`config.mk`:
```
export PLATFORM = sky130hd
export DESIGN_NAME = if_fetch_queue
export DESIGN_NICKNAME = d
export VERILOG_FILES = /design/src/rtl/if_fetch_queue.sv
export SDC_FILE = /design/constraint.sdc
export NUM_CORES = 1
export LEC_CHECK = 0
export CAP_MARGIN = 10
export CORE_ASPECT_RATIO = 1.25
export CORE_UTILIZATION = 59
export CTS_CLUSTER_DIAMETER = 60
export DETAILED_ROUTE_END_ITERATION = 7
export PLACE_DENSITY_LB_ADDON = 0.12
export SLEW_MARGIN = 25
export SYNTH_ARGS = -nofsm -noshare
export SYNTH_HDL_FRONTEND = slang
export SYNTH_SLANG_ARGS = --single-unit
export TNS_END_PERCENT = 5
```
`constraint.sdc`:
```
create_clock -name clk -period 8.4 [get_ports clk]
set_clock_uncertainty 0.2 [all_clocks]
set_input_delay 1.26 -clock clk [delete_from_list [all_inputs] [get_ports clk]]
set_output_delay 1.26 -clock clk [all_outputs]
set_load 0.05 [all_outputs]
```
`src/rtl/if_fetch_queue.sv`:
```
// ---------------------------------------------------------------------------
// if_fetch_queue
//
// DEPTH-entry FIFO of {pc, instruction} pairs between fetch and decode.
// Fetch can run ahead while decode is frozen. A flush drops everything in
// flight, for example on a taken branch. When the queue is empty, decode sees
// an all-zero NOP bubble.
//
// Ports:
//   clk           rising-edge clock
//   rst           asynchronous reset, active-high
//   flush         synchronous clear of all entries; beats push, pop, freeze
//   freeze        decode stall; the head entry is not consumed
//   push_valid    fetch presents a valid pc/instruction pair
//   pcIn          fetched pc (pc+4 from fetch)
//   instructionIn fetched instruction word
//   push_ready    queue can accept a push this cycle (~full)
//   almost_full   count >= AF_LEVEL
//   out_valid     head entry is valid (~empty)
//   pcOut         head pc, 0 when out_valid=0
//   instruction   head instruction, 0 when out_valid=0
//   count         current occupancy, 0..DEPTH
// ---------------------------------------------------------------------------
module if_fetch_queue #(
    parameter int N        = 32,
    parameter int DEPTH    = 4,   // power of two, >= 2
    parameter int AF_LEVEL = DEPTH - 1
) (
    input  logic                       clk,
    input  logic                       rst,
    input  logic                       flush,
    input  logic                       freeze,
    input  logic                       push_valid,
    input  logic [N-1:0]               pcIn,
    input  logic [N-1:0]               instructionIn,
    output logic                       push_ready,
    output logic                       almost_full,
    output logic                       out_valid,
    output logic [N-1:0]               pcOut,
    output logic [N-1:0]               instruction,
    output logic [$clog2(DEPTH+1)-1:0] count
);

    localparam int PW = $clog2(DEPTH);
    localparam int CW = $clog2(DEPTH + 1);

    localparam logic [CW-1:0] FULL_COUNT = CW'(DEPTH);
    localparam logic [CW-1:0] AF_COUNT   = CW'(AF_LEVEL);

    logic [N-1:0]  pc_mem    [DEPTH];
    logic [N-1:0]  instr_mem [DEPTH];
    logic [PW-1:0] wr_ptr;
    logic [PW-1:0] rd_ptr;
    logic          full;
    logic          empty;
    logic          do_push;
    logic          do_pop;

    assign full        = (count == FULL_COUNT);
    assign empty       = (count == '0);
    assign push_ready  = ~full;
    assign out_valid   = ~empty;
    assign almost_full = (count >= AF_COUNT);

    // A full queue ignores push_valid even when a pop frees a slot on the same
    // edge. This keeps push_ready purely a function of the registered count.
    assign do_push = push_valid & push_ready & ~flush;
    assign do_pop  = out_valid & ~freeze & ~flush;

    // NOTE: state registers use non-blocking assignments. Every flop then
    // samples the pre-edge values, whatever order the blocks run in.
    always_ff @(posedge clk or posedge rst) begin
        if (rst) begin
            wr_ptr <= '0;
            rd_ptr <= '0;
            count  <= '0;
        end else if (flush) begin
            wr_ptr <= '0;
            rd_ptr <= '0;
            count  <= '0;
        end else begin
            // The pointers wrap for free because DEPTH is a power of two.
            if (do_push) wr_ptr <= wr_ptr + PW'(1);
            if (do_pop)  rd_ptr <= rd_ptr + PW'(1);
            case ({do_push, do_pop})
                2'b10:   count <= count + CW'(1);
                2'b01:   count <= count - CW'(1);
                default: count <= count;
            endcase
        end
    end

    // NOTE: the storage array has no reset. The pointers and count define
    // which entries are live, so stale data is never observable. Leaving the
    // array unreset also lets it map onto plain RAM or flops without reset.
    always_ff @(posedge clk) begin
        if (do_push) begin
            pc_mem[wr_ptr]    <= pcIn;
            instr_mem[wr_ptr] <= instructionIn;
        end
    end

    // NOTE: both outputs get a default before the if. No path leaves them
    // unassigned, so no latch is inferred. The default is also the NOP bubble.
    always_comb begin
        pcOut       = '0;
        instruction = '0;
        if (out_valid) begin
            pcOut       = pc_mem[rd_ptr];
            instruction = instr_mem[rd_ptr];
        end
    end

endmodule

```
; ---- Word level (Yosys, flattened, before mapping)
; Memories as Yosys holds them, arrays and structs flattened.
; Cells that the tools add are included.
[classes]
add_sub_neg = 4
multipliers = 0
div_mod_pow = 0
n_lt_le_gt_ge = 1
n_eq_ne = 3
n_shift = 0
muxes = 10
bitwise = 8
reduce_logical = 4
[ops]
columns = op, count
row1 = two-way mux 32 bit, 2
row2 = two-way mux 2 bit, 4
row3 = one-hot mux 3 bit (2 select lines), 1
row4 = adder 2 x 1 -> 2 bit (second input constant), 2
row5 = bitwise AND 1 bit, 4
row6 = inverter 1 bit, 4
row7 = nonzero test 2 bit, 2
row8 = adder 3 x 1 -> 3 bit (second input constant), 1
row9 = equality test 3 bit (second input constant), 1
row10 = greater-or-equal comparator 3 x 2 -> 1 bit (second input constant), 1
row11 = zero test 3 bit, 1
row12 = two-way mux 3 bit, 1
row13 = nonzero test 3 bit, 1
row14 = subtractor 3 x 1 -> 3 bit (second input constant), 1
row15 = equality test 2 x 1 -> 1 bit (second input constant), 1
row16 = equality test 2 bit (second input constant), 1
row17 = two-way mux 1 bit, 2
[word_totals]
register_bits = 7
latchBits = 0
ram_bits = 256
mem_bits_ro = 0
inputBits = 69
output_inout_bits = 70
elab_cells = 35
memories = 2
[mem_list]
columns = memory, words, word_bits, rd, rd_ports_with_merged_regs, write_ports, line_no
row1 = instr_mem, 4, 32, 1, 0, 1, 51  ; logic [N-1:0] instr_mem [DEPTH];
row2 = pc_mem, 4, 32, 1, 0, 1, 50  ; logic [N-1:0] pc_mem [DEPTH];

; ---- Depth between registers and ports, before layout
[depth]
depth_word = 7
mapped_depth = 9
depth_no_buf = 8

; ---- Least setup slack after synthesis
; No wires, ideal clock.
[synth_timing]
path_type = flip-flop to flip-flop
start = reg count[1]
end = mem instr_mem[0][0] (enable)
setup_ps = 429
arrival_time_ps = 3255
t_required_ps = 7771
setup_slack_ps = 4516
path_stages_with_launch = 6
path_buffers = 1
period_less_slack_ps = 3884
path_cell_list = dfrtp_1 > buf_2 > or3b_1 > nand2_1 > nor2_1 > and2_1
[synth_via]
elab_chain_cells = 6
[synth_rtl]
columns = element, line_no
row1 = "start, declared", 41  ; output logic [$clog2(DEPTH+1)-1:0] count
row2 = "start signal, assigned", 86  ; 2'b10: count <= count + CW'(1);
row3 = "start signal, assigned", 87  ; 2'b01: count <= count - CW'(1);
row4 = "start signal, assigned", 88  ; default: count <= count;
row5 = equality test 3 bit, 59  ; assign full = (count == FULL_COUNT);
row6 = inverter 1 bit, 61  ; assign push_ready = ~full;
row7 = named net push_ready, 36  ; output logic push_ready,
row8 = bitwise AND 1 bit (2 in series), 67  ; assign do_push = push_valid & push_ready & ~flush;
row9 = two-way mux 1 bit, 97  ; if (do_push) begin
row10 = two-way mux 1 bit (implied by the code), 99  ; instr_mem[wr_ptr] <= instructionIn;
row11 = "end, declared", 51
; The timed path passes the listed nets, and every way through them passes these cells.

; ---- Worst setup path in the final report
[layout_timing]
start = reg rd_ptr[0]
end = out pcOut[24]
[layout_via]
elab_chain_cells = 2
[layout_rtl]
columns = element, line_no
row1 = "start, declared", 53  ; logic [PW-1:0] rd_ptr;
row2 = "start signal, assigned", 84  ; if (do_pop) rd_ptr <= rd_ptr + PW'(1);
row3 = memory (4 x 32 bit), --
row4 = two-way mux 32 bit, 108  ; if (out_valid) begin
row5 = "end, declared", 39  ; output logic [N-1:0] pcOut,
; No other way between the ends.

==> metrics.cfg <==
[grt]
grt.total_usage_pct=21.0
overflow=0
grt_max_degree=66
grt_pass1_vias=5358
antenna_found_initial=1
grt_pass1_wl_microns=28100

[timing]
final_hold_viol_count=0
slew_headroom_pct=34.1
min_period_ns=5.00
worst_pin_slew_ns=0.988
setup_ws_ns=3.40
clock.fmax_mhz=200
finalMaxSlewViolations=0
setup_violations=0
period_share_pct=59.5
rsz0062_at_grt=no
fin_setup_tns_ns=0

[yosys]
ys_ff_latch=263
synthTopCellsByArea=edfxtp_1 (75%), mux4_2 (14%), and2_1 (4.1%), dfrtp_1 (1.7%), buf_12 (0.78%)
synth_top_area_share_pct=74.9
syn_avg_cell_area_sq_um=21.6
netlist_area_sq_mm=0.0103
async_reset_ff_share_pct=2.66
synth_cell_type_count=32
ys_seq_area_share_pct=76.6
yosysWarnings=0
synthFlopType=edfxtp_1
synth_fp_nets=550
synth_edf_count=256
synth_area_leader_cell=edfxtp_1
netlist_instances=476

[setup_path]
worstPathArrival_ns=3.54
required_ns=6.94
cp_max_fo=41
path_class=register to output pin
endpoint_kind=output pin
critPathLaunchType=register

[floorplanning]
start_util_pct=60.7
fp.dieArea_sq_mm=0.0179
io_pins=139
core_area_sq_mm=0.0169
die_height_microns=149
die_w_microns=120
rows=53

[clocking]
cts.sinks=263
cts_resized=0
cts-root-buf=clkbuf_16
cts_tree=yes
cts.htree.levels=1
cts_buffer_depth=3
hold_buffers=0
cts_setup_buffers=0
clk_latency_ns=0.50
cts.clk_slew.worst_paths_ns=0.06
cts_made_buffers=24

[detailed_routing]
vias_per_cell=5.80
routedWlPerCell_microns=21.3
post-route-drc-count=0
ant_nets=0
vias=4945
dr.first_iter.drc_count=370
drtPass1Iterations=6
wl_microns=18100

[power]
clkPwrFrac_pct=32.4
pwr-share-comb_pct=19.2
peakVddDrop_uv=180
power_density_mw_per_mm2=252
power.leakage_nw=3.98
intPower_mw=2.31
p_sw_uw=843
p_sw_share_pct=26.8
pwr-share-seq_pct=48.4

[job]
cap_violations=0

[cells_and_area]
nets=688
fillers=1012
drive_gt1_share_pct=16.6
seq_area_sq_mm=0.00787
multi_input_area_sq_mm=0.00220
area_growth_pct=21.8

[run_status]
status=finished, final reports clean

[placed_design]
post-place-ws_ns=3.82
numPortBuffers=138
gp_congestion=0.714
hpwl_microns=10100

[hold_path]
min_path_type=register to register

[metal layers]
layer / vias up / share of wire (%) / track usage [%]
met2: 185 / 52 / 37.0
met5: - / 0 / 0
met1: 2527 / 39 / 27.0
met4: 0 / 2.5 / 6.50
li1: 2198 / - / -
met3: 35 / 5.6 / 3.13
[critical path, cell delays in order (launching register included)]
cell and delay (ns):
dfrtp_4 0.95, buf_4 0.59, mux4_2 0.58, and2_1 0.20
clkdlybuf4s50_1 0.71
[final timing paths]
kind,from,end,slack [ns],depth (start not counted)
max,rd_ptr[0]$_DFFE_PP0P_,pcOut[24],3.40,4
max reg2reg,count[0]$_DFFE_PP0P_,count[1]$_DFFE_PP0P_,5.71,8
max in group asynchronous,rst,rd_ptr[0]$_DFFE_PP0P_,6.96,2
min reg2reg,wr_ptr[1]$_DFFE_PP0P_,wr_ptr[1]$_DFFE_PP0P_,0.38,2
min,wr_ptr[1]$_DFFE_PP0P_,wr_ptr[1]$_DFFE_PP0P_,0.38,2
min in group asynchronous,rst,count[0]$_DFFE_PP0P_,0.79,2
[layout by cell type (no fill, tap or decap), drive strengths merged]
cell type	n
a2111oi	1
a21o	2
a21oi	8
a221oi	1
a311oi	1
a31oi	1
and2	68
buf	1
bufinv	1
clkbuf	34
clkdlybuf4s50	138
clkinv	9
dfrtp	7
diode	1
edfxtp	256
fa	1
ha	4
inv	6
mux4	64
nand2	6
nand3	1
nand3b	2
nor2	6
nor2b	1
nor3	2
nor3b	1
nor4	1
o211ai	1
o21ai	3
or3	1
or3b	1
xnor2	2
xor2	1
[through the flow]
step,cells,total power [mW],utilization (%),hold slack (ns),area [sq um]
2_1_floorplan,476,1.96,-,0.343,10300
3_3_place_gp,808,2.15,69.5,0.354,11800
3_5_place_dp,808,2.16,69.5,0.372,11800
4_1_cts,852,3.17,73.9,0.380,12500
5_1_grt,853,3.25,73.9,0.414,12500
6_report,853,3.15,73.9,0.380,12500
[cell type report]
type                    count  area share, %
diodes                      1         0.0200
clock buffers              34           5.28
clock inverters            10          0.621
inverters                   6          0.190
multi-input cells         180           17.6
flip-flops and latches    263           63.0
well taps                 220           2.20
repair buffers            139           11.1
[cell usage after synthesis, drive strengths merged (3+ instances only)]
cell    number
a21oi        8
ha           4
o21ai        3
and2        68
dfrtp        7
inv          6
mux4        64
buf         15
edfxtp     256
clkbuf      12
nor2         6
nand2        6
[sequential cells by signal (all words and copies together), names as in the netlist]
| signal | flops |
|---|---|
| count | 3 |
| instr_mem | 128 |
| pc_mem | 128 |
| rd_ptr | 2 |
| wr_ptr | 2 |
[power by group through the flow]
stage / clock [mW] / sequential [mW] / combinational [mW]
after floorplan: 0 / 1.53 / 0.427
after global placement: 0 / 1.55 / 0.602
after detailed placement: 0 / 1.56 / 0.607
after CTS: 1.04 / 1.53 / 0.610
after global routing: 1.09 / 1.53 / 0.633
final: 1.02 / 1.53 / 0.603
[cells by family after synthesis]
family / after synthesis / share of synthesized area [%]
muxes: 64 / 14.0
xor gates and xnor gates: 3 / 0.256
buffers and inverters: 33 / 2.04
AOI/OAI and AO/OA: 18 / 1.07
adders and majority gates: 5 / 0.683
DFF: 263 / 76.6
and+or+nand+nor: 90 / 5.27
Power figures use the tool's default switching activity.
